<file path="config.mk">
export PLATFORM = sky130hd
export DESIGN_NAME = dmem_lsu
export DESIGN_NICKNAME = d
export VERILOG_FILES = /design/src/rtl/dmem_lsu_pkg.sv /design/src/rtl/dmem_lane.sv /design/src/rtl/dmem_lsu.sv
export SDC_FILE = /design/constraint.sdc
export NUM_CORES = 1
export LEC_CHECK = 0
export CORE_UTILIZATION = 25
export DETAILED_ROUTE_END_ITERATION = 6
export GPL_TIMING_DRIVEN = 0
export SKIP_LAST_GASP = 1
export SYNTH_ARGS = -nofsm -noshare
export SYNTH_HDL_FRONTEND = slang
export SYNTH_HIERARCHICAL = 1
export SYNTH_SLANG_ARGS = --single-unit
export TNS_END_PERCENT = 30
</file>
<file path="constraint.sdc">
create_clock -name clk -period 2.4 [get_ports clk]
set_input_delay 0.36 -clock clk [delete_from_list [all_inputs] [get_ports clk]]
set_output_delay 0.36 -clock clk [all_outputs]
set_load 0.05 [all_outputs]
</file>
<file path="src/rtl/dmem_lsu_pkg.sv">
// Shared definitions for the data-memory load/store unit.
//   - access size encodings (byte / half / word; the fourth code is illegal)
//   - FSM state enum for the LSU sequencer
//   - request legality check shared by the top level
package dmem_lsu_pkg;

  localparam logic [1:0] SZ_B = 2'd0;
  localparam logic [1:0] SZ_H = 2'd1;
  localparam logic [1:0] SZ_W = 2'd2;

  typedef enum logic [1:0] {
    IDLE,
    LD_WAIT,
    RMW_MERGE,
    RESP
  } state_t;

  // True when a request must be rejected: illegal size code, or a half/word
  // access that is not naturally aligned.
  function automatic logic req_is_err(input logic [1:0] size, input logic [1:0] off);
    logic err;
    case (size)
      SZ_B:    err = 1'b0;
      SZ_H:    err = off[0];
      SZ_W:    err = (off != 2'b00);
      default: err = 1'b1;
    endcase
    return err;
  endfunction

endpackage

</file>
<file path="src/rtl/dmem_lane.sv">
// Byte-lane steering for the load/store unit (purely combinational).
//   word        : 32-bit word as read from the RAM
//   offset      : byte offset of the access inside the word
//   size        : SZ_B / SZ_H / SZ_W
//   uns         : 1 = zero-extend loads, 0 = sign-extend
//   wdata       : right-justified store data (only the low half is ever merged)
//   load_data   : addressed lane, extended to 32 bits
//   merge_data  : word with the addressed byte/half replaced by wdata
module dmem_lane
  import dmem_lsu_pkg::*;
(
  input  logic [31:0] word,
  input  logic [1:0]  offset,
  input  logic [1:0]  size,
  input  logic        uns,
  input  logic [15:0] wdata,
  output logic [31:0] load_data,
  output logic [31:0] merge_data
);

  logic [7:0]  lane_b;
  logic [15:0] lane_h;

  assign lane_b = word[{offset, 3'b000} +: 8];
  assign lane_h = offset[1] ? word[31:16] : word[15:0];

  always_comb begin
    // NOTE: every output gets a default before the case, so no path leaves
    // one unassigned and no latch is inferred.
    load_data  = '0;
    merge_data = word;
    case (size)
      SZ_B: begin
        load_data = {{24{lane_b[7] & ~uns}}, lane_b};
        merge_data[{offset, 3'b000} +: 8] = wdata[7:0];
      end
      SZ_H: begin
        load_data = {{16{lane_h[15] & ~uns}}, lane_h};
        merge_data[{offset[1], 4'b0000} +: 16] = wdata;
      end
      SZ_W:    load_data = word;
      default: ;
    endcase
  end

endmodule

</file>
<file path="src/rtl/dmem_lsu.sv">
// Load/store unit between the RV32 memory stage and a 32-bit dual-port RAM
// without byte enables. One request in flight; sub-word stores are done as
// read-modify-write; loads are lane-selected and extended.
//   clk, rst           : clock, synchronous active-high reset
//   req_*              : request handshake (valid/ready), we, size, unsigned,
//                        byte address, right-justified store data
//   rsp_valid/err/rdata: one-cycle completion pulse, error flag, load data
//   ram_wr*/ram_rd*    : RAM write and read ports (read data one cycle later)
module dmem_lsu
  import dmem_lsu_pkg::*;
#(
  parameter int DEPTH = 10
) (
  input  logic             clk,
  input  logic             rst,
  input  logic             req_valid,
  output logic             req_ready,
  input  logic             req_we,
  input  logic [1:0]       req_size,
  input  logic             req_unsigned,
  input  logic [31:0]      req_addr,
  input  logic [31:0]      req_wdata,
  output logic             rsp_valid,
  output logic             rsp_err,
  output logic [31:0]      rsp_rdata,
  output logic             ram_wren,
  output logic [DEPTH-1:0] ram_wraddr,
  output logic [31:0]      ram_wrdata,
  output logic             ram_rden,
  output logic [DEPTH-1:0] ram_rdaddr,
  input  logic [31:0]      ram_rddata
);

  state_t           state, state_next;
  logic [DEPTH-1:0] word_q;
  logic [1:0]       off_q;
  logic [1:0]       size_q;
  logic             uns_q;
  logic [15:0]      wdata_q;

  logic             accept;
  logic             req_err;
  logic             req_word_st;
  logic [DEPTH-1:0] req_word;
  logic [31:0]      load_data;
  logic [31:0]      merge_data;

  // Address bits above the RAM index are ignored: accesses wrap.
  logic unused_addr;
  assign unused_addr = ^req_addr[31:DEPTH+2];

  assign req_word    = req_addr[DEPTH+1:2];
  assign req_ready   = (state == IDLE);
  assign accept      = req_valid && req_ready && !rst;
  assign req_err     = req_is_err(req_size, req_addr[1:0]);
  assign req_word_st = req_we && (req_size == SZ_W);
  assign rsp_valid   = (state == RESP);

  // The accept cycle drives the RAM straight from the live request; later
  // cycles use the latched word index.
  assign ram_rdaddr = (state == IDLE) ? req_word : word_q;
  assign ram_wraddr = (state == IDLE) ? req_word : word_q;

  dmem_lane u_lane (
    .word       (ram_rddata),
    .offset     (off_q),
    .size       (size_q),
    .uns        (uns_q),
    .wdata      (wdata_q),
    .load_data  (load_data),
    .merge_data (merge_data)
  );

  always_comb begin
    state_next = state;
    ram_rden   = 1'b0;
    ram_wren   = 1'b0;
    ram_wrdata = merge_data;
    case (state)
      IDLE: begin
        if (accept) begin
          if (req_err) begin
            state_next = RESP;
          end else if (req_word_st) begin
            ram_wren   = 1'b1;
            ram_wrdata = req_wdata;
            state_next = RESP;
          end else begin
            ram_rden   = 1'b1;
            state_next = req_we ? RMW_MERGE : LD_WAIT;
          end
        end
      end
      LD_WAIT:   state_next = RESP;
      RMW_MERGE: begin
        // Reset during the merge cycle must not corrupt the RAM word.
        ram_wren   = !rst;
        state_next = RESP;
      end
      RESP:      state_next = IDLE;
      default:   state_next = IDLE;
    endcase
  end

  always_ff @(posedge clk) begin
    // NOTE: sequential state uses non-blocking assignments so all registers
    // update together from values sampled at the same edge.
    if (rst) begin
      state     <= IDLE;
      rsp_err   <= 1'b0;
      rsp_rdata <= '0;
    end else begin
      state <= state_next;
      // Response fields are written only on the transition into RESP and
      // hold until the next response.
      case (state)
        IDLE: begin
          if (accept && (req_err || req_word_st)) begin
            rsp_err   <= req_err;
            rsp_rdata <= '0;
          end
        end
        LD_WAIT: begin
          rsp_err   <= 1'b0;
          rsp_rdata <= load_data;
        end
        RMW_MERGE: begin
          rsp_err   <= 1'b0;
          rsp_rdata <= '0;
        end
        default: ;
      endcase
    end
  end

  // NOTE: the request latches carry no reset; they are only consumed in
  // states that can be reached solely through an accept, which loads them.
  always_ff @(posedge clk) begin
    if (accept) begin
      word_q  <= req_word;
      off_q   <= req_addr[1:0];
      size_q  <= req_size;
      uns_q   <= req_unsigned;
      wdata_q <= req_wdata[15:0];
    end
  end

endmodule

</file>
==> results.txt <==
- Measured in cells, the most critical reg-to-reg path has a length of 7.
* Clock power frac: 22.4%
- Maximum single-stage delay on the critical path: 0.36 ns
* Final RePlAce weighted congestion: 0.9175
* Category of the most critical setup path: reg2out
- Class of the most critical hold timing path: in2reg
* Residual DRC: 0
- Dominant cell by count in the synthesized netlist: sky130_fd_sc_hd__a21oi_1
* Endpoint of the worst register-to-register path: rsp_rdata[10]
- Cell type with the highest aggregate area in the netlist: sky130_fd_sc_hd__edfxtp_1
- Area Growth Syn to Fin: 64.69%
- Static timing analysis puts the maximum clock frequency at 368.5 MHz.
- Share of cells above drive strength 1: 30.61%
- Number of antenna violations at the first check in global routing: 0
- The clock drives 66 sinks.
- The floorplan has 51 rows.
- Master of the slowest instance on the critical path: sky130_fd_sc_hd__edfxtp_1
* Crit path setup slack, layout: -0.3139 ns
- Data on the critical path is required at its endpoint by 2.04 ns.
* Yosys warns: 6
- The number of buffers and inverters on the critical path is 5.
* Post-layout net count: 915
* Total Die Area: 0.02106 mm²
- The worst hold path begins at req_addr[0].
- The total overflow left after global routing is 0.
- Across the run, the number of max-cap violations was 0.
- The flow ran to the end, but the final reports show violations.
- Of the post-synthesis cell area, the dominant cell type holds 18.18%.
- Post-Synthesis Cells: 583
- Most numerous cell types in the synthesized netlist: sky130_fd_sc_hd__a21oi_1 (72), sky130_fd_sc_hd__nand2_1 (56), sky130_fd_sc_hd__mux2_2 (52)
* Largest net degree at the start of global routing: 17
- Violated checks: setup timing
- In this run, the combinational gates consume 57.6% of the power.
- Worst Hold Path EP: off_q[0]
- Number of synthesized flops with an enable pin: 31
- After detailed placement, the total cell area comes to 0.007228 mm².
- Fraction of the yosys area taken by sequential cells: 31.87%
* Post-detail-place hpwl: 15470 µm
- Worst Max-Slew Pin Slew: 0.7562 ns
* Post-layout total power: 0.007060 W
- The total area inside the core boundary comes to 0.01978 mm².
- The worst setup path is launched from a register.
- The routed layout has 5629 vias.
- In this run the tightest slew margin relative to its limit is 49.31%.
- The synthesized design contains 66 register bits.
- Worst hold margin: 0.3940 ns
- Setup violations remaining at the end of the flow were counted as 54.
- The most used flip-flop cell after synthesis is sky130_fd_sc_hd__dfxtp_1.
* Total wirelength of the detailed-routed design: 20590 µm
- All-Layer GR Usage: 19.39%
* CP Max Fanout: 4
- After detailed routing, the average wire length per cell comes to 19.20 µm.
- Syn avg cell area: 8.782 µm²
* Share of power burned in registers: 20.0%
- Clock latency on the worst-skew pair, taken at its later pin, is 0.34 ns.
- From left edge to right edge, the die measures 145.1 µm.
- Across the VDD grid, the largest voltage drop is 552.9 µV.
* Period utilisation layout: 113.1%
- The number of hold violations in the final report came to 0.
- The finished cells cover 0.008432 mm².
* Setup total negative slack: -7.628 ns
- Detailed-router iteration count before antenna repair: 5
- Clk Tree Root Cell: sky130_fd_sc_hd__clkbuf_16
- Pin placement for this block handled 192 I/O pins.
* Minimum period implied by the final worst setup slack: 2.714 ns
- At the worst endpoint, the arrival time is 2.35 ns.
* Post-route ant nets: 0
* Sw power: 0.003132 W
- The count of buffers added on input and output ports is 171.
- Number of buffers added to fix hold violations after cts: 0
- Standby leakage power: 3.101 nW
- Critical path, cell by cell: buf_6 -> clkinvlp_4 -> buf_8 -> ha_4 -> nor3b_4 -> buf_6 -> a221oi_2 -> a221oi_2 -> mux2_4 -> buf_8
- Setup slack after placement: -1.248 ns
- In this run the register-to-register setup slack is 0.19 ns.
- Buffer depth of the longest clock path: 2
- The via count of the first global-routing pass came to 5533.
- Starting DRT DRC Count: 351
* Avg Vias per Cell: 5.251
- P_int: 0.003928 W
- The first global-routing pass estimated 31860 µm of wire.
- Antenna cell count: 0
- The number of slew-limit violations in the final report came to 0.
- After synthesis, the share of flip-flops with an asynchronous set or reset is 0%.
* Worst hold path depth: 1
* Fillcell total: 1984
- Synthesized net count: 696
- TritonCTS built the clock tree.
- Unique masters post-synth: 53
- Measured along the y axis, the die boundary spans 145.1 µm.
- Netlist area before placement: 0.005120 mm²
* Fraction of power spent switching nets: 44.37%
- Top area cells in the synthesized netlist: sky130_fd_sc_hd__edfxtp_1 (18%), sky130_fd_sc_hd__dfxtp_1 (14%), sky130_fd_sc_hd__mux2_2 (11%)
* Launch instance of the worst register-to-register path: size_q[0]
- The worst setup path is captured at an output pin.
- H-tree levels: 3
* Power density over the cells: 837.4 mW/mm²
- Once the floorplan was initialized, standard cells occupied 25.88% of the core.
* Layout Skew: 0.007241 ns
- Stages on the worst setup path: 10
- Clock-pin slew was measured on the worst setup and hold paths at 0.06 ns.
- In this run, CTS created clock tree buffers numbering 9.
- Crit path max-delay family: buffers and inverters
- Setup repair after global routing could not meet its margin everywhere.
[power groups by stage]
stage                     sequential, W  combinational, W  clock [W]
final                           0.00141           0.00407    0.00158
after global routing            0.00142           0.00433    0.00166
after CTS                       0.00141           0.00395    0.00162
after detailed placement        0.00144           0.00375          0
after global placement          0.00144           0.00371          0
after floorplan                 0.00158           0.00243          0
[cell type report]
| class | instances | area [µm²] | share of cell area (%) |
|---|---|---|---|
| inverter | 15 | 63.81 | 0.7568 |
| clock inverter | 3 | 43.79 | 0.5194 |
| tap | 265 | 331.6 | 3.932 |
| timing repair buffer | 208 | 2098 | 24.88 |
| sequential | 66 | 1634 | 19.38 |
| multi-input combinational | 436 | 3487 | 41.36 |
| timing repair inverter | 1 | 5.005 | 0.05936 |
| clock buffer | 13 | 325.3 | 3.858 |
| buffer | 65 | 442.9 | 5.253 |
[registers in the layout (all words and copies together) (netlist names)]
name	count
rsp_rdata	32
wdata_q	16
word_q	10
off_q	2
size_q	2
state	2
rsp_err	1
uns_q	1
[timing repair]
item / 4_1_cts / 5_1_grt
cloned: 2 / 0
resized for setup: 308 / 64
buffers inserted: 31 / 5
pin swaps: 9 / 10
setup endpoints to repair: 54 / 54
[layer usage]
| metal | GRT usage, % | up-vias | share of wire (%) |
|---|---|---|---|
| li1 | - | 2674 | - |
| met1 | 24.89 | 2684 | 42 |
| met2 | 32.38 | 242 | 48 |
| met3 | 4.654 | 29 | 8.1 |
| met4 | 4.947 | 0 | 1.8 |
| met5 | 0 | - | 0 |
[stage by stage]
stage	utilization [%]	cells
final	42.62	1072
after global routing	42.62	1072
after CTS	41.26	1067
after detailed placement	36.54	1019
after global placement	36.54	1019
after floorplan	-	583
[placed cells by master, fill, tap and decap left out, types with 25 or more instances in the layout]
cell type and instances:
sky130_fd_sc_hd__dfxtp_1 33, sky130_fd_sc_hd__mux2_2 31, sky130_fd_sc_hd__clkdlybuf4s50_1 115, sky130_fd_sc_hd__nand4_1 34
sky130_fd_sc_hd__o21ai_0 46, sky130_fd_sc_hd__buf_4 44, sky130_fd_sc_hd__edfxtp_1 31, sky130_fd_sc_hd__a21oi_1 70
sky130_fd_sc_hd__mux2_4 25, sky130_fd_sc_hd__nand2_1 55
[kinds of logic (layout without fill, tap and decap cells)]
| logic type | after synthesis | count (layout) | share of synthesized area [%] |
|---|---|---|---|
| fa+ha+maj | 10 | 10 | 2.444 |
| compound gates | 216 | 216 | 26.98 |
| simple gates | 149 | 149 | 16.54 |
| mux | 61 | 61 | 13.61 |
| flops | 66 | 66 | 31.87 |
| buf+inv | 81 | 305 | 8.553 |
[worst max path at each step]
| stage | startpoint | slack, ns | to |
|---|---|---|---|
| after global routing | off_q[1] | -0.42 | ram_wrdata[0] |
| after global placement | req_addr[0] | -1.23 | ram_wrdata[9] |
| after detailed placement | req_addr[0] | -1.25 | ram_wrdata[8] |
| after floorplan | off_q[1] | -0.08 | ram_wrdata[0] |
| after CTS | off_q[1] | -0.36 | ram_wrdata[2] |
| final | off_q[1] | -0.31 | ram_wrdata[1] |
(Power assumes the default switching activity.)
